**src/rtl/conv_pkg.sv**
```systemverilog
// conv_pkg: shared types for the convolution output path.
//   pixel_t        - one colour channel
//   framer_entry_t - one buffered output pixel with its frame tags
//   BORDER         - border width for the default kernel size
package conv_pkg;

    localparam int PIXEL_DEPTH = 8;
    localparam int KERNEL_SIZE = 3;
    localparam int BORDER      = KERNEL_SIZE - 1;

    typedef logic [PIXEL_DEPTH-1:0] pixel_t;

    typedef struct packed {
        logic   sof;
        logic   eol;
        pixel_t r;
        pixel_t g;
        pixel_t b;
    } framer_entry_t;

endpackage

```
**src/rtl/sync_fifo.sv**
```systemverilog
// sync_fifo: single-clock FIFO with a registered head-of-queue output.
//   clk, rst_n   - clock, synchronous active-low reset (empties the FIFO)
//   push, wdata  - write request; taken when not full, or when full and popping
//   pop          - read request; ignored when empty
//   rdata        - head entry; holds its last value while empty (0 after reset)
//   full, empty  - occupancy flags
// DEPTH must be a power of two, at least 2.
module sync_fifo #(
    parameter int WIDTH = 8,
    parameter int DEPTH = 16
) (
    input  logic             clk,
    input  logic             rst_n,
    input  logic             push,
    input  logic             pop,
    input  logic [WIDTH-1:0] wdata,
    output logic [WIDTH-1:0] rdata,
    output logic             full,
    output logic             empty
);

    localparam int AW = $clog2(DEPTH);

    logic [WIDTH-1:0] mem [DEPTH];
    logic [AW-1:0]    wr_ptr, rd_ptr, rd_nxt;
    logic [AW:0]      count;
    logic             do_push, do_pop;

    assign empty   = (count == '0);
    assign full    = (count == (AW+1)'(DEPTH));
    assign do_pop  = pop && !empty;
    assign do_push = push && (!full || do_pop);
    assign rd_nxt  = rd_ptr + 1'b1;

    always_ff @(posedge clk) begin
        if (do_push) mem[wr_ptr] <= wdata;
    end

    always_ff @(posedge clk) begin
        if (!rst_n) begin
            wr_ptr <= '0;
            rd_ptr <= '0;
            count  <= '0;
            rdata  <= '0;
        end else begin
            if (do_push) wr_ptr <= wr_ptr + 1'b1;
            if (do_pop)  rd_ptr <= rd_nxt;
            count <= count + (AW+1)'(do_push) - (AW+1)'(do_pop);
            // rdata tracks the next head: the following stored entry, or the
            // entry being written when it is about to become the only one.
            if (do_pop) begin
                if (count > (AW+1)'(1)) rdata <= mem[rd_nxt];
                else if (do_push)       rdata <= wdata;
            end else if (empty && do_push) begin
                rdata <= wdata;
            end
        end
    end

endmodule

```
**src/rtl/conv_output_framer.sv**
```systemverilog
// conv_output_framer: frames the unframed conv_kernel pixel stream.
// Tracks x/y, zeroes border pixels whose window was incomplete, tags
// start-of-frame / end-of-line and buffers entries for a valid/ready sink.
// conv_kernel cannot be stalled, so a full FIFO drops pixels and sets the
// sticky overflow flag; position counters keep advancing regardless.
//   clk, rst_n                  - clock, synchronous active-low reset
//   valid_i, input_R/G/B        - incoming pixel
//   out_valid, out_ready        - output handshake
//   output_R/G/B, out_sof/eol   - framed pixel and tags
//   overflow                    - sticky drop indicator
//   frame_done                  - pulse the cycle after the last pixel is taken
// Optional: define FRAMER_GRAY_EN to store gray = (R + 2G + B) >> 2 on all
// three channels for non-border pixels.
// Entry channel width follows conv_pkg::PIXEL_DEPTH.
module conv_output_framer #(
    parameter int LINE_WIDTH   = 640,
    parameter int FRAME_HEIGHT = 480,
    parameter int PIXEL_DEPTH  = conv_pkg::PIXEL_DEPTH,
    parameter int KERNEL_SIZE  = conv_pkg::KERNEL_SIZE,
    parameter int FIFO_DEPTH   = 16
) (
    input  logic                   clk,
    input  logic                   rst_n,
    input  logic                   valid_i,
    input  logic [PIXEL_DEPTH-1:0] input_R,
    input  logic [PIXEL_DEPTH-1:0] input_G,
    input  logic [PIXEL_DEPTH-1:0] input_B,
    output logic                   out_valid,
    input  logic                   out_ready,
    output logic [PIXEL_DEPTH-1:0] output_R,
    output logic [PIXEL_DEPTH-1:0] output_G,
    output logic [PIXEL_DEPTH-1:0] output_B,
    output logic                   out_sof,
    output logic                   out_eol,
    output logic                   overflow,
    output logic                   frame_done
);

    import conv_pkg::*;

    localparam int XW       = $clog2(LINE_WIDTH);
    localparam int YW       = $clog2(FRAME_HEIGHT);
    localparam int BORDER_W = KERNEL_SIZE - 1;

    logic [XW-1:0]          x;
    logic [YW-1:0]          y;
    logic                   x_last, y_last, in_border;
    logic                   full, empty, pop;
    logic [PIXEL_DEPTH-1:0] pix_r, pix_g, pix_b;
    framer_entry_t          wr_entry, rd_entry;

    assign x_last    = (x == XW'(LINE_WIDTH - 1));
    assign y_last    = (y == YW'(FRAME_HEIGHT - 1));
    assign in_border = (x < XW'(BORDER_W)) || (y < YW'(BORDER_W));

`ifdef FRAMER_GRAY_EN
    logic [PIXEL_DEPTH+1:0] gray_sum;
    assign gray_sum = {2'b00, input_R} + {1'b0, input_G, 1'b0} + {2'b00, input_B};
    assign pix_r = in_border ? '0 : gray_sum[PIXEL_DEPTH+1:2];
    assign pix_g = pix_r;
    assign pix_b = pix_r;
`else
    assign pix_r = in_border ? '0 : input_R;
    assign pix_g = in_border ? '0 : input_G;
    assign pix_b = in_border ? '0 : input_B;
`endif

    // Tags use the position of the pixel being presented, before the advance.
    assign wr_entry = '{sof: (x == '0) && (y == '0), eol: x_last,
                        r: pix_r, g: pix_g, b: pix_b};

    assign out_valid = !empty;
    assign pop       = out_valid && out_ready;

    sync_fifo #(
        .WIDTH($bits(framer_entry_t)),
        .DEPTH(FIFO_DEPTH)
    ) u_fifo (
        .clk  (clk),
        .rst_n(rst_n),
        .push (valid_i),
        .pop  (pop),
        .wdata(wr_entry),
        .rdata(rd_entry),
        .full (full),
        .empty(empty)
    );

    assign output_R = rd_entry.r;
    assign output_G = rd_entry.g;
    assign output_B = rd_entry.b;
    assign out_sof  = rd_entry.sof;
    assign out_eol  = rd_entry.eol;

    always_ff @(posedge clk) begin
        if (!rst_n) begin
            x          <= '0;
            y          <= '0;
            overflow   <= 1'b0;
            frame_done <= 1'b0;
        end else begin
            frame_done <= valid_i && x_last && y_last;
            if (valid_i) begin
                if (x_last) begin
                    x <= '0;
                    y <= y_last ? '0 : y + 1'b1;
                end else begin
                    x <= x + 1'b1;
                end
            end
            // A full FIFO still takes the pixel if an entry leaves this cycle.
            if (valid_i && full && !pop) overflow <= 1'b1;
        end
    end

endmodule
```
**config.mk**
```make
export PLATFORM = sky130hd
export DESIGN_NAME = conv_output_framer
export DESIGN_NICKNAME = d
export VERILOG_FILES = /design/src/rtl/conv_pkg.sv /design/src/rtl/sync_fifo.sv /design/src/rtl/conv_output_framer.sv
export SDC_FILE = /design/constraint.sdc
export NUM_CORES = 1
export LEC_CHECK = 0
export BUFFER_PORTS_ARGS = -buffer_cell sky130_fd_sc_hd__buf_4
export CAP_MARGIN = 25
export CORE_UTILIZATION = 56
export DETAILED_ROUTE_END_ITERATION = 10
export PLACE_DENSITY = 0.85
export SLEW_MARGIN = 20
export SYNTH_ARGS = -nofsm -noshare
export SYNTH_HDL_FRONTEND = slang
export SYNTH_SLANG_ARGS = --single-unit
```
**constraint.sdc**
```tcl
create_clock -name clk -period 3.2 [get_ports clk]
set_input_delay 0.16 -clock clk [delete_from_list [all_inputs] [get_ports clk]]
set_output_delay 0.16 -clock clk [all_outputs]
set_load 0.005 [all_outputs]
```
==> metrics.yaml <==
yosysTopAreaCellShare_pct: 63.3
intPower_mw: 11.3
finalHoldViolCount: 0
cts_root_buf: "clkbuf_16"
ys_types: 52
yosys_register_bits: 476
p_switching_mw: 5.05
h-tree-depth: 2
seqPwrFrac_pct: 43.0
path_clk_slew_ns: 0.06
antenna_found_initial: 2
ys_warn_count: 0
period_share_pct: 89.1
insertion_delay_ns: 0.56
rows: 68
ir_drop_uv: 532
ios: 57
cts_buffers: 46
cts.sinks: 476
syn-cell-area_sq_um: 19700
setup_ws_ns: 0.349
min_period_ns: 2.85
grt_max_degree: 183
synthArstFlopShare_pct: 0
synth-edff-count: 416
ys_seq_area_share_pct: 69.4
grt-ovfl-total: 0
p_clk_share_pct: 30.4
start_util_pct: 57.0
power.density_nw_per_um2: 733
endpoint_kind: "flop"
slowest_stage: "fa_1"
wl_per_cell_um: 24.3
relSlewSlack_pct: 33.9
clockBufferDepth: 3
crit_chain: "inv_1, ha_1, nor4b_2, nor2b_1, ha_1, inv_1, ha_1, fa_1, a21oi_1, nor2_1, or3_1, a21oi_1"
syn_area_per_cell_sq_um: 14.5
ctsHoldBuffers: 2
grt_pass1_wl_um: 70800
crit_buf_inv: 2
antenna_cells: 0
worstPathRequired_ns: 3.67
slew_violations: 0
drive_gt1_share_pct: 13.8
crit_top_cell: "ha_1"
die_area_sq_um: 36000
syn_inst: 1364
rsz0062_at_grt: "false"
arrival_ns: 3.32
cts_tree: "built"
path_class: "flop to flop"
drv_cap: 0
place_hpwl_um: 26000
finalClockSkew_ns: 0.0208
drt_iter0_drc: 1362
via_per_inst: 6.41
swShare_pct: 30.8
status: "completed"
leakage_nw: 7.84
max_freq_mhz: 351
crit_fanout: 5
die_h_um: 190
gp_congestion: 0.806
nets: 1469
port_buffers: 56
postCtsSetupRepairBufs: 0
drc: 0
hold_path.class: "input port to flop"
routed_wl_um: 46400
slowest_delay_ns: 0.43
cts_resized: 0
cp_top_family: "adder cells"
drt-pass1-iter-count: 7
worst_pin_slew_ns: 0.989
ant_nets: 0
vias: 12300
ys.flop_type: "edfxtp_1"
start_kind: "flop"
grt_pass1_vias: 12300
coreArea_sq_um: 34600
syn-num-nets: 1411
finalSetupViolCount: 0
power_frac_comb_pct: 26.6
die_w_um: 190
tns_ns: 0
finalPower_mw: 16.4
ys_top_cells_by_area: "edfxtp_1 (63%), mux2i_1 (6.6%), dfxtp_1 (6.1%), a2111oi_0 (3.3%), and3_1 (2.5%)"
synth_area_leader_cell: "edfxtp_1"
grt_util_all_layers_pct: 26.1
synthToLayoutAreaGrowth_pct: 13.2
place_ws_ns: 0.367
-- cell type report --
class | instances | area (sq um)
Inverter | 18 | 67.6
Timing Repair Buffer | 110 | 1010
Fill cell | 2260 | 12300
Multi-Input combinational cell | 770 | 5630
Clock buffer | 53 | 1200
Sequential cell | 476 | 13700
Tap cell | 455 | 569
Clock inverter | 31 | 183
-- cell usage after synthesis, types with 23 or more instances --
cell	instances
and3_1	78
clkbuf_1	49
a2111oi_0	74
nor2b_1	77
mux2i_1	130
dfxtp_1	60
edfxtp_1	416
nor4_1	28
o211ai_1	23
o31ai_1	24
a31oi_1	52
nand3_1	35
nand2_1	68
nor2_1	72
-- layer usage --
metal	track usage, %	share of wire, %
met5	0	0
met4	9.24	3.3
met3	4.46	9.1
met2	42.8	48
met1	35.4	39
-- final timing paths --
kind / startpoint / end / slack, ns / depth (start not counted)
max: u_fifo.count[3]$_SDFF_PN0_ / u_fifo.count[4]$_SDFF_PN0_ / 0.35 / 12
min: rst_n / u_fifo.count[1]$_SDFF_PN0_ / 0.15 / 2
max reg2reg: u_fifo.count[3]$_SDFF_PN0_ / u_fifo.count[4]$_SDFF_PN0_ / 0.35 / 12
min reg2reg: u_fifo.rdata[8]$_SDFFE_PN0P_ / u_fifo.rdata[8]$_SDFFE_PN0P_ / 0.46 / 2
-- state kept, by name (all words and copies together), names as in the netlist --
signal         count
u_fifo.rdata      26
y                  9
overflow           1
x                 10
u_fifo.rd_ptr      4
frame_done         1
u_fifo.count       5
u_fifo.wr_ptr      4
u_fifo.mem       416
-- power by group through the flow --
stage | Combinational [mW] | Clock (mW) | Sequential, mW
after floorplan | 3.08 | 0 | 7.13
after global placement | 4.11 | 0 | 7.15
after detailed placement | 4.27 | 0 | 7.17
after CTS | 4.31 | 5.03 | 7.04
after global routing | 4.66 | 5.28 | 7.06
final | 4.36 | 4.99 | 7.04
-- placed cells by master, fill, tap and decap left out, types with 23 or more instances in the layout --
cell,n
edfxtp_1,416
mux2i_1,130
buf_4,94
and3_1,78
nor2b_1,77
a2111oi_0,74
nand2_1,68
nor2_1,59
dfxtp_1,59
a31oi_1,52
clkbuf_16,47
nand3_1,35
nor4_1,28
o31ai_1,24
o211ai_1,23
-- kinds of logic (layout without fill, tap and decap cells) --
| group | count (synthesis) | in the layout | synth area share [%] |
|---|---|---|---|
| compound gates | 198 | 198 | 7.61 |
| xor+xnor | 26 | 26 | 1.27 |
| fa+ha+maj | 19 | 19 | 1.24 |
| buf+inv | 118 | 212 | 3.00 |
| flops | 476 | 476 | 69.4 |
| mux | 132 | 132 | 6.82 |
| simple gates | 395 | 395 | 10.7 |
-- through the flow --
stage | utilization, % | instances | hold WS [ns] | cell area, sq um
2_1_floorplan | - | 1364 | 0.380 | 19800
3_3_place_gp | 60.5 | 1827 | 0.440 | 21000
3_5_place_dp | 60.5 | 1827 | 0.448 | 21000
4_1_cts | 64.5 | 1913 | 0.116 | 22400
5_1_grt | 64.5 | 1913 | 0.141 | 22400
6_report | 64.5 | 1913 | 0.145 | 22400
Power figures use the tool's default switching activity.
